==> config.mk <==
export PLATFORM = sky130hd
export DESIGN_NAME = vmem_arbiter
export DESIGN_NICKNAME = d
export VERILOG_FILES = /design/src/rtl/vmem_arbiter.sv
export SDC_FILE = /design/constraint.sdc
export NUM_CORES = 1
export LEC_CHECK = 0
export BUFFER_PORTS_ARGS = -buffer_cell sky130_fd_sc_hd__buf_4
export CORE_AREA = 2 2 72 74
export CTS_CLUSTER_DIAMETER = 30
export DETAILED_ROUTE_END_ITERATION = 7
export DIE_AREA = 0 0 74 76
export GPL_ROUTABILITY_DRIVEN = 1
export HOLD_SLACK_MARGIN = 0.1
export PLACE_DENSITY = 0.7
export SLEW_MARGIN = 10
export SYNTH_ARGS = -nofsm -noshare
export SYNTH_HDL_FRONTEND = slang
export SYNTH_SLANG_ARGS = --single-unit
==> constraint.sdc <==
create_clock -name clk -period 2.79 [get_ports clk]
set_input_delay 0.6975 -clock clk [delete_from_list [all_inputs] [get_ports clk]]
set_output_delay 0.6975 -clock clk [all_outputs]
set_load 0.005 [all_outputs]
==> src/rtl/vmem_arbiter.sv <==
// Video memory arbiter: display/coprocessor share the read port, CPU/coprocessor share the write port,
// and front/back buffer selection swaps only at a frame boundary.
module vmem_arbiter #(
  parameter int ADDR_W = 17,
  parameter int IMG_AW = 16,
  parameter int DATA_W = 12
) (
  input  logic              clk,
  input  logic              rst_n,
  // display scan-out
  input  logic              disp_req,
  input  logic [IMG_AW-1:0] disp_addr,
  output logic              disp_rvalid,
  output logic [DATA_W-1:0] disp_rdata,
  // coprocessor read
  input  logic              cp_rd_valid,
  output logic              cp_rd_ready,
  input  logic [ADDR_W-1:0] cp_rd_addr,
  output logic              cp_rvalid,
  output logic [DATA_W-1:0] cp_rdata,
  // CPU write
  input  logic              cpu_wr_valid,
  output logic              cpu_wr_ready,
  input  logic [ADDR_W-1:0] cpu_waddr,
  input  logic [DATA_W-1:0] cpu_wdata,
  // coprocessor write
  input  logic              cp_wr_valid,
  output logic              cp_wr_ready,
  input  logic [ADDR_W-1:0] cp_waddr,
  input  logic [DATA_W-1:0] cp_wdata,
  // buffer swap
  input  logic              swap_req,
  input  logic              vsync,
  output logic              front_sel,
  output logic              swap_pending,
  // memory side
  output logic              mem_we,
  output logic [ADDR_W-1:0] mem_waddr,
  output logic [DATA_W-1:0] mem_wdata,
  output logic [ADDR_W-1:0] mem_raddr,
  input  logic [DATA_W-1:0] mem_rdata
);

  // Handshake: a request transfers in any cycle where valid and ready are both high; ready is
  // combinational and never depends on the requester's own data. Read returns have no back-pressure.

  // ---------------------------------------------------------------- read port
  logic rd_fire;
  logic rd_vld_q;
  logic rd_src_disp_q;

  assign cp_rd_ready = ~disp_req;
  assign rd_fire     = disp_req | (cp_rd_valid & cp_rd_ready);
  assign mem_raddr   = disp_req ? {front_sel, disp_addr} : cp_rd_addr;

  // One flag per fired read steers the single returning word to its owner.
  always_ff @(posedge clk or negedge rst_n) begin
    if (!rst_n) begin
      rd_vld_q      <= 1'b0;
      rd_src_disp_q <= 1'b0;
    end else begin
      rd_vld_q      <= rd_fire;
      rd_src_disp_q <= disp_req;
    end
  end

  assign disp_rvalid = rd_vld_q & rd_src_disp_q;
  assign cp_rvalid   = rd_vld_q & ~rd_src_disp_q;
  assign disp_rdata  = mem_rdata;
  assign cp_rdata    = mem_rdata;

  // ---------------------------------------------------------------- write port
  logic wr_conflict;
  logic grant_cpu;
  logic grant_cp;
  logic rr_cp_first;   // 1: coprocessor wins the next conflict

  assign wr_conflict = cpu_wr_valid & cp_wr_valid;

  always_comb begin
    grant_cpu = 1'b0;
    grant_cp  = 1'b0;
    if (wr_conflict) begin
      grant_cpu = ~rr_cp_first;
      grant_cp  = rr_cp_first;
    end else begin
      grant_cpu = cpu_wr_valid;
      grant_cp  = cp_wr_valid;
    end
  end

  // The pointer only moves when both sides actually competed.
  always_ff @(posedge clk or negedge rst_n) begin
    if (!rst_n) begin
      rr_cp_first <= 1'b0;
    end else if (wr_conflict) begin
      rr_cp_first <= grant_cpu;
    end
  end

  assign cpu_wr_ready = grant_cpu;
  assign cp_wr_ready  = grant_cp;
  assign mem_we       = grant_cpu | grant_cp;
  assign mem_waddr    = grant_cp ? cp_waddr : cpu_waddr;
  assign mem_wdata    = grant_cp ? cp_wdata : cpu_wdata;

  // ---------------------------------------------------------------- buffer swap
  // A swap_req arriving together with the consuming vsync re-arms pending for the next frame.
  always_ff @(posedge clk or negedge rst_n) begin
    if (!rst_n) begin
      front_sel    <= 1'b0;
      swap_pending <= 1'b0;
    end else if (vsync && swap_pending) begin
      front_sel    <= ~front_sel;
      swap_pending <= swap_req;
    end else if (swap_req) begin
      swap_pending <= 1'b1;
    end
  end

endmodule
==> results.py, run 1 <==
metrics = {
    "route": {
        "wire_per_inst_um": 11.7,
        "drc": 0,
        "routed_via_density": 3.98,
        "ant_nets": 0,
        "routed-via-count": 1170,
        "finalWirelength_um": 3430,
        "drtIter0Drc": 7,
        "dr.pass1.iters": 2,
    },
    "setup_path": {
        "cp_cell_sequence": "buf_4, inv_1, o21ai_2, buf_4, mux2_2, buf_4",
        "max_stage_delay_ns": 0.36,
        "cp_slowest_cell": "mux2_2",
        "cp_max_fo": 15,
        "critPathBufInv": 4,
        "critPathKind": "input port to output port",
        "critPathRequiredTime_ns": 2.09,
        "rr_worst_depth": 2,
        "cp_top_family": "buffers and inverters",
        "crit_arrival_ns": 1.70,
        "rrSetupSlack_ns": 2.11,
        "endpoint_kind": "output port",
        "cp_common_cell": "buf_4",
        "crit_path_start_kind": "input port",
        "cp.depth": 6,
    },
    "global_routing": {
        "track_usage_pct": 10.9,
        "antenna_found_initial": 0,
        "grt_max_degree": 21,
        "grt_pass1_wl_um": 4950,
        "overflow": 0,
        "grt_pass1_vias": 1235,
    },
    "finish": {
        "area_growth_pct": 111,
        "post-route-util_pct": 41.1,
        "fill_cells": 515,
        "layout-drive-gt1-share_pct": 91.1,
        "final_nets": 336,
        "antenna_cells": 0,
    },
    "timing": {
        "relSlewSlack_pct": 84.6,
        "finalSetupViolations": 0,
        "holdWs_ns": 0.277,
        "slew_violations": 0,
        "hold_viol": 0,
        "timing.final.crit_share_pct": 86.0,
        "worst_slew_pin_slew_ns": 0.231,
        "fin_skew_ns": 0.0000344,
        "max_freq_mhz": 417,
        "min_period_ns": 2.40,
        "rsz0062_at_grt": "false",
        "tns_ns": 0,
    },
    "run": {
        "drv_cap": 0,
    },
    "clock_network": {
        "cts_tree": "done",
        "hold_buffers": 0,
        "cts_resized": 0,
        "cts_max_level": 1,
        "clock_sinks": 5,
        "numCtsBuffers": 3,
        "clk_path_buf_depth": 2,
        "clkSlewWorstSetupHoldPaths_ns": 0.04,
        "post_cts_buffers": 0,
        "clk_latency_ns": 0.22,
        "clockRootBuffer": "clkbuf_8",
    },
    "pwr": {
        "power_frac_comb_pct": 64.6,
        "seqPwrFrac_pct": 15.9,
        "power_per_cell_area_mw_per_mm2": 334,
        "vdd_drop_max_v": 0.000166,
        "netSwitchingFraction_pct": 26.9,
        "clkPwrFrac_pct": 19.5,
        "power.internal_w": 0.000493,
        "cellLeakagePower_nw": 1.05,
        "p_switching_w": 0.000182,
    },
    "synth": {
        "ys_ff_latch": 5,
        "synth_top_area_share_pct": 51.8,
        "ys_seq_area_share_pct": 13.1,
        "synth_largest_area_cell": "mux2_2",
        "ys_warn_count": 0,
        "synth_area_um2": 956,
        "syn_nets": 206,
        "syn_inst": 95,
        "synthTopCellsByArea": "mux2_2 (52%), buf_4 (20%), dfrtp_1 (13%), buf_6 (3.5%), mux2_1 (2.4%)",
        "syn_avg_cell_area_um2": 10.1,
        "synth.distinct_cells": 15,
    },
    "worst_hold_path": {
        "hp-class": "input port to asynchronous set/reset pin",
    },
    "floorplan": {
        "dieArea_mm2": 0.00562,
        "io_pins": 189,
        "core_area_mm2": 0.00491,
        "die_height_um": 76,
        "rows": 26,
        "initial_core_util_pct": 19.5,
        "die-width_um": 74,
    },
    "placement": {
        "dp_hpwl_um": 3030,
        "port_buffers": 152,
        "finalWeightedCongestion": 0.642,
    },
    "run_status": {
        "outcome": "finished, final reports clean",
    },
}
==> synthesized netlist by cell type, drive strengths merged <==
| master | number |
|---|---|
| mux2 | 46 |
| a21o | 1 |
| and2 | 1 |
| dfrtp | 5 |
| xnor2 | 2 |
| nand2 | 2 |
| a21oi | 1 |
| inv | 4 |
| o21ai | 1 |
| nor2b | 1 |
| or2 | 2 |
| buf | 29 |
==> power groups by stage <==
stage          Clock [W]  Combinational [W]  Sequential [W]
3_5_place_dp           0           0.000442        0.000108
4_1_cts         0.000136           0.000442        0.000108
2_1_floorplan          0           0.000211        0.000106
5_1_grt         0.000144           0.000469        0.000111
6_report        0.000131           0.000436        0.000107
3_3_place_gp           0           0.000434        0.000109
==> path summary, 6_finish.rpt <==
path                              start           end
min reg2reg                   front_sel     front_sel
min                               rst_n   rr_cp_first
max                        cpu_wr_valid  mem_waddr[6]
max in group asynchronous         rst_n      rd_vld_q
max reg2reg                swap_pending     front_sel
min in group clk              front_sel     front_sel
==> cell type report <==
type	instances	area (µm²)	share of cell area, %
Clock buffer	4	45.0	2.23
Tap cell	70	87.6	4.34
Multi-Input combinational cell	57	589	29.2
Sequential cell	5	125	6.20
Inverter	4	15.0	0.744
Timing Repair Buffer	154	1160	57.3
==> cell families (layout without fill, tap and decap cells) <==
family | count (synthesis) | after routing | synth area share (%)
xor gates and xnor gates | 2 | 2 | 1.83
and+or+nand+nor | 6 | 6 | 3.40
muxes | 46 | 46 | 54.2
buffers and inverters | 33 | 162 | 25.3
DFF | 5 | 5 | 13.1
AOI/OAI and AO/OA | 3 | 3 | 2.23
==> per-stage QoR <==
step / instance area (µm²) / worst slack [ns] / power (W) / std cells
after detailed placement: 1970 / 0.380 / 0.000550 / 290
after global placement: 1970 / 0.406 / 0.000543 / 290
final: 2020 / 0.391 / 0.000675 / 294
after global routing: 2020 / 0.324 / 0.000724 / 294
after floorplan: 956 / 0.670 / 0.000317 / 95
after CTS: 2020 / 0.380 / 0.000687 / 294
==> registers in the layout (all words and copies together) (netlist names) <==
signal / flops
front_sel: 1
rd_src_disp_q: 1
rd_vld_q: 1
rr_cp_first: 1
swap_pending: 1
==> worst reg2reg max path: cells and delay by family (launching register included) <==
kind | cells | cell delay, ns
xor+xnor | 1 | 0.12
simple gates | 1 | 0.08
flops | 1 | 0.36
==> per-layer routing <==
layer	routed length [µm]	GRT usage, %
met5	0	0
met4	27	3.82
met3	594	4.50
met2	1810	21.9
met1	1000	9.01
==> cells in the final DEF, fill, tap and decap left out <==
cell      count
xnor2_1       2
mux2_2       44
buf_4       154
nor2b_1       1
clkbuf_1      1
mux2_1        2
and2_1        1
dfrtp_1       5
nand2_1       2
o21ai_2       1
a21oi_1       1
a21o_1        1
or2_2         2
inv_1         4
clkbuf_8      3
No activity file was read; power rests on OpenSTA's default activity.
==> run 2: changes to the inputs <==
- PLACE_DENSITY: 0.7 -> 0.74
==> results.py, run 2 (synthesis gave the netlist of run 1 again) <==
metrics = {
    "timing": {
        "rsz0062_at_grt": "false",
        "min_period_ns": 2.41,
        "fin_skew_ns": 0.0000414,
        "max_freq_mhz": 415,
        "worst_slew_pin_slew_ns": 0.233,
        "fin_ws_ns": 0.383,
        "timing.final.crit_share_pct": 86.3,
        "slew_violations": 0,
        "tns_ns": 0,
        "hold_viol": 0,
        "finalSetupViolations": 0,
        "relSlewSlack_pct": 84.5,
    },
    "route": {
        "drtIter0Drc": 12,
        "finalWirelength_um": 3440,
        "drc": 0,
        "ant_nets": 0,
        "wire_per_inst_um": 11.7,
        "routed-via-count": 1180,
        "routed_via_density": 4.03,
        "dr.pass1.iters": 3,
    },
    "floorplan": {
        "io_pins": 189,
        "die-width_um": 74,
        "die_height_um": 76,
        "initial_core_util_pct": 19.5,
        "dieArea_mm2": 0.00562,
        "core_area_mm2": 0.00491,
        "rows": 26,
    },
    "setup_path": {
        "max_stage_delay_ns": 0.36,
        "crit_path_start_kind": "input port",
        "cp_common_cell": "buf_4",
        "crit_arrival_ns": 1.71,
        "cp_cell_sequence": "buf_4, inv_1, o21ai_2, buf_12, mux2_2, buf_4",
        "endpoint_kind": "output port",
        "cp_max_fo": 30,
        "critPathRequiredTime_ns": 2.09,
        "cp_top_family": "buffers and inverters",
        "critPathBufInv": 4,
        "critPathKind": "input port to output port",
        "cp_slowest_cell": "mux2_2",
    },
    "pwr": {
        "total_power_w": 0.000683,
        "power_frac_comb_pct": 64.5,
        "power.internal_w": 0.000497,
        "clkPwrFrac_pct": 19.6,
        "power_per_cell_area_mw_per_mm2": 337,
        "cellLeakagePower_nw": 1.05,
        "seqPwrFrac_pct": 15.9,
        "p_switching_w": 0.000186,
        "vdd_drop_max_v": 0.000275,
        "netSwitchingFraction_pct": 27.2,
    },
    "global_routing": {
        "grt_max_degree": 31,
        "grt_pass1_wl_um": 5180,
        "overflow": 0,
        "track_usage_pct": 11.2,
        "antenna_found_initial": 0,
        "grt_pass1_vias": 1216,
    },
    "clock_network": {
        "cts_max_level": 1,
        "hold_buffers": 0,
        "numCtsBuffers": 3,
        "clkSlewWorstSetupHoldPaths_ns": 0.04,
        "clock_sinks": 5,
        "cts_tree": "done",
        "clk_path_buf_depth": 2,
        "clockRootBuffer": "clkbuf_8",
        "clk_latency_ns": 0.22,
        "cts_resized": 0,
        "post_cts_buffers": 0,
    },
    "run_status": {
        "outcome": "finished, final reports clean",
    },
    "finish": {
        "post-route-util_pct": 41.2,
        "layout_commonest_cell": "buf_4",
        "final_nets": 335,
        "antenna_cells": 0,
        "final_cell_mix": "buf_4 (152), mux2_2 (44), dfrtp_1 (5)",
        "area_growth_pct": 112,
        "layout-drive-gt1-share_pct": 91.0,
        "fill_cells": 497,
    },
    "placement": {
        "finalWeightedCongestion": 0.685,
        "port_buffers": 152,
        "pre_cts_ws_ns": 0.380,
        "dp_hpwl_um": 3040,
    },
    "worst_hold_path": {
        "hp-class": "input port to asynchronous set/reset pin",
    },
    "run": {
        "drv_cap": 0,
    },
}
## run 2: routing by layer
layer  routed length, µm  global-route usage [%]
met1                1070                    10.1
met2                1760                    22.4
met3                 606                    5.16
met5                   0                       0
met4                   0                    1.09
## run 2: final timing paths
path | startpoint | end | slack (ns) | cells past startpoint
max in group asynchronous | rst_n | swap_pending | 2.40 | 1
hold / removal | rst_n | rr_cp_first | 0.28 | 1
setup / recovery | cpu_wr_valid | mem_waddr[9] | 0.38 | 6
setup reg to reg | swap_pending | front_sel | 2.12 | 2
min in group clk | front_sel | front_sel | 0.51 | 1
hold reg to reg | front_sel | front_sel | 0.51 | 1
## run 2: worst reg2reg max path: stages (launching register included)
cell,delay (ns)
dfrtp_1,0.36
nand2_1,0.07
xnor2_1,0.12
## run 2: area by class of cell
cell class              count  area [µm²]  area share [%]
multi-input cells          57         589            29.1
inverters                   4        15.0           0.742
clock buffers               4        45.0            2.23
well taps                  70        87.6            4.33
flip-flops and latches      5         125            6.18
repair buffers            153        1160            57.4
## run 2: power by group through the flow
stage                     combinational (W)  clock [W]  sequential, W
after floorplan                    0.000211          0       0.000106
after global placement             0.000440          0       0.000109
after detailed placement           0.000447          0       0.000109
after CTS                          0.000448   0.000137       0.000109
after global routing               0.000478   0.000141       0.000112
final                              0.000441   0.000134       0.000108
## run 2: through the flow
step / instances / cell area [µm²] / hold WS, ns
after global placement: 289 / 1980 / 0.507
final: 293 / 2020 / 0.276
after CTS: 293 / 2020 / 0.275
after detailed placement: 289 / 1980 / 0.508
after global routing: 293 / 2020 / 0.280
after floorplan: 95 / 956 / 0.402
